**config.mk**
```make
export PLATFORM = sky130hd
export DESIGN_NAME = uart_rx_ctrl_flat
export DESIGN_NICKNAME = d
export VERILOG_FILES = /design/src/rtl/uart_rx_ctrl_if.sv /design/src/rtl/uart_rx_ctrl.sv /design/src/flat_wrapper.sv
export SDC_FILE = /design/constraint.sdc
export NUM_CORES = 1
export LEC_CHECK = 0
export CAP_MARGIN = 20
export CELL_PAD_IN_SITES_DETAIL_PLACEMENT = 0
export CELL_PAD_IN_SITES_GLOBAL_PLACEMENT = 2
export CORE_UTILIZATION = 27
export DETAILED_ROUTE_END_ITERATION = 16
export PLACE_DENSITY = 0.78
export SETUP_SLACK_MARGIN = 0.3
export SYNTH_ARGS = -nofsm -noshare
export SYNTH_HDL_FRONTEND = slang
export SYNTH_SLANG_ARGS = --single-unit
```
**constraint.sdc**
```tcl
create_clock -name i_clk -period 1.7 [get_ports i_clk]
set_input_delay 0.425 -clock i_clk [delete_from_list [all_inputs] [get_ports i_clk]]
set_output_delay 0.425 -clock i_clk [all_outputs]
set_load 0.01 [all_outputs]
```
**src/rtl/uart_rx_ctrl_if.sv**
```systemverilog
// rtl/uart_rx_ctrl_if.sv - consumer-side handshake bundle for the UART receive sequencer
interface uart_rx_ctrl_if;
  logic [7:0] data_out;
  logic       data_valid;
  logic       data_ready;
  logic       frame_err;
  logic       overrun;
  logic       clr_ovr;

  modport master (
    output data_out, data_valid, frame_err, overrun,
    input  data_ready, clr_ovr
  );

  modport slave (
    input  data_out, data_valid, frame_err, overrun,
    output data_ready, clr_ovr
  );
endinterface

```
**src/rtl/uart_rx_ctrl.sv**
```systemverilog
// rtl/uart_rx_ctrl.sv - UART receive sequencer: oversample timer, bit sequencing, holding register
module uart_rx_ctrl #(
  parameter int CLKS_PER_BIT = 434
) (
  input  logic           i_clk,
  input  logic           i_rst_n,
  input  logic           i_rxd,
  input  logic [7:0]     i_data_in,
  output logic           o_bit_tick,
  output logic [2:0]     o_bit_cnt,
  output logic           o_busy,
  uart_rx_ctrl_if.master cons
);
  localparam int CNT_W = $clog2(CLKS_PER_BIT);
  localparam logic [CNT_W-1:0] HALF_M1 = CNT_W'(CLKS_PER_BIT / 2 - 1);
  localparam logic [CNT_W-1:0] FULL_M1 = CNT_W'(CLKS_PER_BIT - 1);

  typedef enum logic [2:0] {
    S_IDLE,
    S_START,
    S_DATA,
    S_STOP,
    S_BREAK
  } state_t;

  state_t           r_state;
  logic [1:0]       r_sync;
  logic [CNT_W-1:0] r_cnt;
  logic [2:0]       r_bit_cnt;
  logic             r_tick;
  logic [7:0]       r_data;
  logic             r_valid;
  logic             r_ferr;
  logic             r_ovr;

  logic             w_rxd_s;
  logic             w_pop;
  logic             w_cnt_full;

  assign w_rxd_s    = r_sync[1];
  assign w_pop      = r_valid & cons.data_ready;
  assign w_cnt_full = (r_cnt == FULL_M1);

  always_ff @(posedge i_clk) begin
    if (!i_rst_n) begin
      r_state   <= S_IDLE;
      r_sync    <= 2'b11;
      r_cnt     <= '0;
      r_bit_cnt <= 3'd0;
      r_tick    <= 1'b0;
      r_data    <= 8'h00;
      r_valid   <= 1'b0;
      r_ferr    <= 1'b0;
      r_ovr     <= 1'b0;
    end else begin
      r_sync <= {r_sync[0], i_rxd};
      r_tick <= 1'b0;
      r_ferr <= 1'b0;
      if (w_pop) r_valid <= 1'b0;
      if (cons.clr_ovr) r_ovr <= 1'b0;
      // bit_cnt advances the cycle after its tick so it is stable while the tick is high
      if (r_tick && r_state == S_DATA) r_bit_cnt <= r_bit_cnt + 3'd1;

      case (r_state)
        S_IDLE: begin
          r_cnt <= '0;
          if (!w_rxd_s) r_state <= S_START;
        end
        S_START: begin
          if (r_cnt == HALF_M1) begin
            r_cnt <= '0;
            if (!w_rxd_s) begin
              r_state   <= S_DATA;
              r_bit_cnt <= 3'd0;
            end else begin
              r_state <= S_IDLE;
            end
          end else begin
            r_cnt <= r_cnt + CNT_W'(1);
          end
        end
        S_DATA: begin
          if (w_cnt_full) begin
            r_cnt  <= '0;
            r_tick <= 1'b1;
            if (r_bit_cnt == 3'd7) r_state <= S_STOP;
          end else begin
            r_cnt <= r_cnt + CNT_W'(1);
          end
        end
        S_STOP: begin
          if (w_cnt_full) begin
            r_cnt <= '0;
            if (w_rxd_s) begin
              r_state <= S_IDLE;
              // a pop in this same cycle frees the slot, so the new byte is kept
              if (!r_valid || w_pop) begin
                r_data  <= i_data_in;
                r_valid <= 1'b1;
              end else begin
                r_ovr <= 1'b1;
              end
            end else begin
              r_ferr  <= 1'b1;
              r_state <= S_BREAK;
            end
          end else begin
            r_cnt <= r_cnt + CNT_W'(1);
          end
        end
        S_BREAK: begin
          r_cnt <= '0;
          if (w_rxd_s) r_state <= S_IDLE;
        end
        default: begin
          r_cnt   <= '0;
          r_state <= S_IDLE;
        end
      endcase
    end
  end

  assign o_bit_tick      = r_tick;
  assign o_bit_cnt       = r_bit_cnt;
  assign o_busy          = (r_state != S_IDLE);
  assign cons.data_out   = r_data;
  assign cons.data_valid = r_valid;
  assign cons.frame_err  = r_ferr;
  assign cons.overrun    = r_ovr;
endmodule

```
**src/flat_wrapper.sv**
```systemverilog
// flat-port wrapper written by rule: the top's interface ports become plain ports
module uart_rx_ctrl_flat 
#(
  parameter int CLKS_PER_BIT = 434
)
  (i_clk, i_rst_n, i_rxd, i_data_in, o_bit_tick, o_bit_cnt, o_busy, cons_data_out, cons_data_valid, cons_frame_err, cons_overrun, cons_data_ready, cons_clr_ovr);
  uart_rx_ctrl_if cons_i ();
  input  logic i_clk;
  input  logic i_rst_n;
  input  logic i_rxd;
  input  logic [7:0] i_data_in;
  output logic o_bit_tick;
  output logic [2:0] o_bit_cnt;
  output logic o_busy;
  output wire logic [$bits(cons_i.data_out)-1:0] cons_data_out;
  output wire logic [$bits(cons_i.data_valid)-1:0] cons_data_valid;
  output wire logic [$bits(cons_i.frame_err)-1:0] cons_frame_err;
  output wire logic [$bits(cons_i.overrun)-1:0] cons_overrun;
  input wire logic [$bits(cons_i.data_ready)-1:0] cons_data_ready;
  input wire logic [$bits(cons_i.clr_ovr)-1:0] cons_clr_ovr;
  assign cons_data_out = cons_i.data_out;
  assign cons_data_valid = cons_i.data_valid;
  assign cons_frame_err = cons_i.frame_err;
  assign cons_overrun = cons_i.overrun;
  assign cons_i.data_ready = cons_data_ready;
  assign cons_i.clr_ovr = cons_clr_ovr;
  uart_rx_ctrl #(.CLKS_PER_BIT(CLKS_PER_BIT)) u_core (.i_clk(i_clk), .i_rst_n(i_rst_n), .i_rxd(i_rxd), .i_data_in(i_data_in), .o_bit_tick(o_bit_tick), .o_bit_cnt(o_bit_cnt), .o_busy(o_busy), .cons(cons_i));
endmodule
```
==> flow_summary.toml <==
[critical_path]
crit_required_ns = 1.91
endpoint_kind = "flip-flop"
arrival_ns = 1.96
crit_fanout = 4
crit_type = "reg -> reg"
critical_path.startpoint_type = "flip-flop"
rrSetupSlack_ns = -0.05

[sta]
layout_setup_ws_ns = -0.0507
clock.fmax_ghz = 0.571
rsz0062_at_grt = "true"
tightest_slew_ns = 0.303
relSlewSlack_pct = 79.7
fin_hold_ws_ns = 0.412
fin_crit_ns = 1.75
slew_violations = 0
fin_crit_sh_pct = 103
setup_viol = 9
finalClockSkew_ns = 0.00626
hold_violations = 0
fin_setup_tns_ns = -0.317

[power]
p_sw_uw = 285
intPower_uw = 1300
pwr-share-clk_pct = 53.2
irDropWorstVdd_uv = 378
p_per_area_mw_per_mm2 = 783
p_comb_share_pct = 3.9
seq_power_share_pct = 42.9
p_leak_uw = 0.000816
switching_share_pct = 17.9

[drt]
ant_nets = 0
routed_wl_mm = 2.88
drtIter0Drc = 57
routed_via_density = 4.56
dr_total_vias = 1072
route.detailed.drc = 0
drt-pass1-iter-count = 6
wire_per_inst_um = 12.2

[clock_network]
cts_root_buf = "clkbuf_8"
cts_sinks = 29
numCtsBuffers = 5
cts_buffer_depth = 2
cts.clk_slew.worst_paths_ns = 0.07
clock_latency_ns = 0.28
htreeDepth = 2
ctsHoldBuffers = 0
cts_tree = "built"

[layout]
final_util_pct = 45.3
antenna_cells = 0
drive_above_1_share_pct = 31.1
num-fill-cells = 454
mostFrequentLayoutCell = "dfxtp_1"
final_cell_mix = "25 x dfxtp_1, 15 x nor2_1, 15 x buf_4, 15 x dlygate4sd2_1, 13 x mux2i_1"
fin_area_mm2 = 0.00203
seqCellArea_um2 = 591
multi_input_area_um2 = 788
nNetsFinal = 200
syn_to_final_growth_pct = 57.4

[die]
rows = 24
dieArea_mm2 = 0.00505
die_w_um = 71.1
io_pins = 29
start_util_pct = 28.8
die_h_um = 71.1
core_area_mm2 = 0.00447

[logic_synthesis]
syn-num-nets = 148
synth_cell_types = 31
async_flop_share_pct = 0
yosysSeqAreaShare_pct = 45.1
postSynthAreaPerCell_um2 = 9.90
synthTopCellsByArea = "dfxtp_1 45%, mux2i_1 10%, nor2_1 6.1%, nor2b_1 5.8%, ha_1 4.9%"
synth_seq_cells = 29
synth_edf_count = 0
netlist.area_leader.share_pct = 45.1
syn_inst = 130
synth_area_leader_cell = "dfxtp_1"
synth_area_mm2 = 0.00129
synth_flop_cell = "dfxtp_1"
yosysWarningCount = 0

[placement]
placed_area_mm2 = 0.00179
gp_congestion = 0.804
port_buffers = 28
place_hpwl_mm = 2.04

[grt]
grt_pass1_vias = 1096
grt_max_degree = 18
antenna_found_initial = 0
grt_overflow_total = 0
grt_pass1_wl_mm = 4.77
track_usage_pct = 12.1

[outcome]
violations = "negative setup slack"
status = "finished with violations"

[run]
max_cap_viol_count = 0

[hold_path]
hold_class = "reg -> reg"
-- worst max-delay path: stages, from the launching register on --
cell	delay, ns
dfxtp_4	0.37
inv_2	0.03
ha_2	0.16
nor4bb_4	0.14
nand4_1	0.12
a32oi_2	0.08
or4b_4	0.51
buf_4	0.17
nor2_1	0.08
-- power groups by stage --
stage               logic [µW]  clock network [µW]  registers, µW
floorplan                 17.6                   0            698
global placement          57.6                   0            698
detailed placement        57.9                   0            698
CTS                       60.3                 873            682
global route              67.1                 907            680
finish                    62.5                 844            681
-- cell families (layout without fill, tap and decap cells) --
| family | after synthesis | in the layout | share of synthesized area, % |
|---|---|---|---|
| AND/OR/NAND/NOR | 60 | 60 | 27.8 |
| flip-flops | 29 | 29 | 45.1 |
| multiplexers | 13 | 13 | 10.1 |
| AO/OA/AOI/OAI | 8 | 8 | 4.47 |
| XOR/XNOR | 8 | 8 | 5.44 |
| buffers and inverters | 7 | 60 | 2.23 |
| adder cells (fa/ha/maj) | 5 | 5 | 4.86 |
-- layout make-up --
cell class                 instances  area share, %
clock inverter                     3           3.21
multi-input combinational         94           38.9
tap                               52           3.21
inverter                           4          0.741
sequential                        29           29.1
timing repair buffer              48           21.4
clock buffer                       5           3.40
-- registers in the layout, summed over array words and instances (netlist names) --
signal / cells
u_core.r_cnt: 9
u_core.cons.data_out: 8
u_core.o_bit_cnt: 3
u_core.r_state: 3
u_core.r_sync: 2
u_core.cons.data_valid: 1
u_core.cons.frame_err: 1
u_core.cons.overrun: 1
u_core.o_bit_tick: 1
-- routing by layer --
metal	GRT usage, %	part of all wire [%]	wire length, µm
met2	19.2	47	1340
met5	0	0	0
met1	15.0	48	1390
met3	3.13	3.4	97
met4	6.67	1.7	49
-- per-stage QoR --
| step | power, µW | std cells | worst slack, ns |
|---|---|---|---|
| 2_1_floorplan | 715 | 130 | 0.0345 |
| 3_3_place_gp | 755 | 225 | -0.147 |
| 3_5_place_dp | 756 | 225 | -0.155 |
| 4_1_cts | 1620 | 233 | -0.0189 |
| 5_1_grt | 1650 | 235 | -0.125 |
| 6_report | 1590 | 235 | -0.0507 |
-- what timing repair did --
item,4_1_cts,5_1_grt
endpoints found under the setup margin,42,28
setup buffers,0,1
cloned,0,1
gates resized for setup,30,19
pin swaps,6,3
-- Yosys cell counts, drive strengths merged, types with 3 or more instances --
cell,number
nand4,3
nand3,3
nor2b,12
ha,5
inv,4
nand2,5
xnor2,5
xor2,3
mux2i,13
nor2,21
nand2b,3
dfxtp,29
nor3,3
-- final timing paths --
path,start,to,cells past startpoint
worst max register to register,u_core.r_cnt[0]$_SDFF_PN0_,u_core.r_cnt[5]$_SDFF_PN0_,8
worst max-delay path,u_core.r_cnt[0]$_SDFF_PN0_,u_core.r_cnt[5]$_SDFF_PN0_,8
worst min-delay path,u_core.r_sync[0]$_SDFF_PN1_,u_core.r_sync[1]$_SDFF_PN1_,1
worst min register to register,u_core.r_sync[0]$_SDFF_PN1_,u_core.r_sync[1]$_SDFF_PN1_,1
No activity file was read; power rests on OpenSTA's default activity.
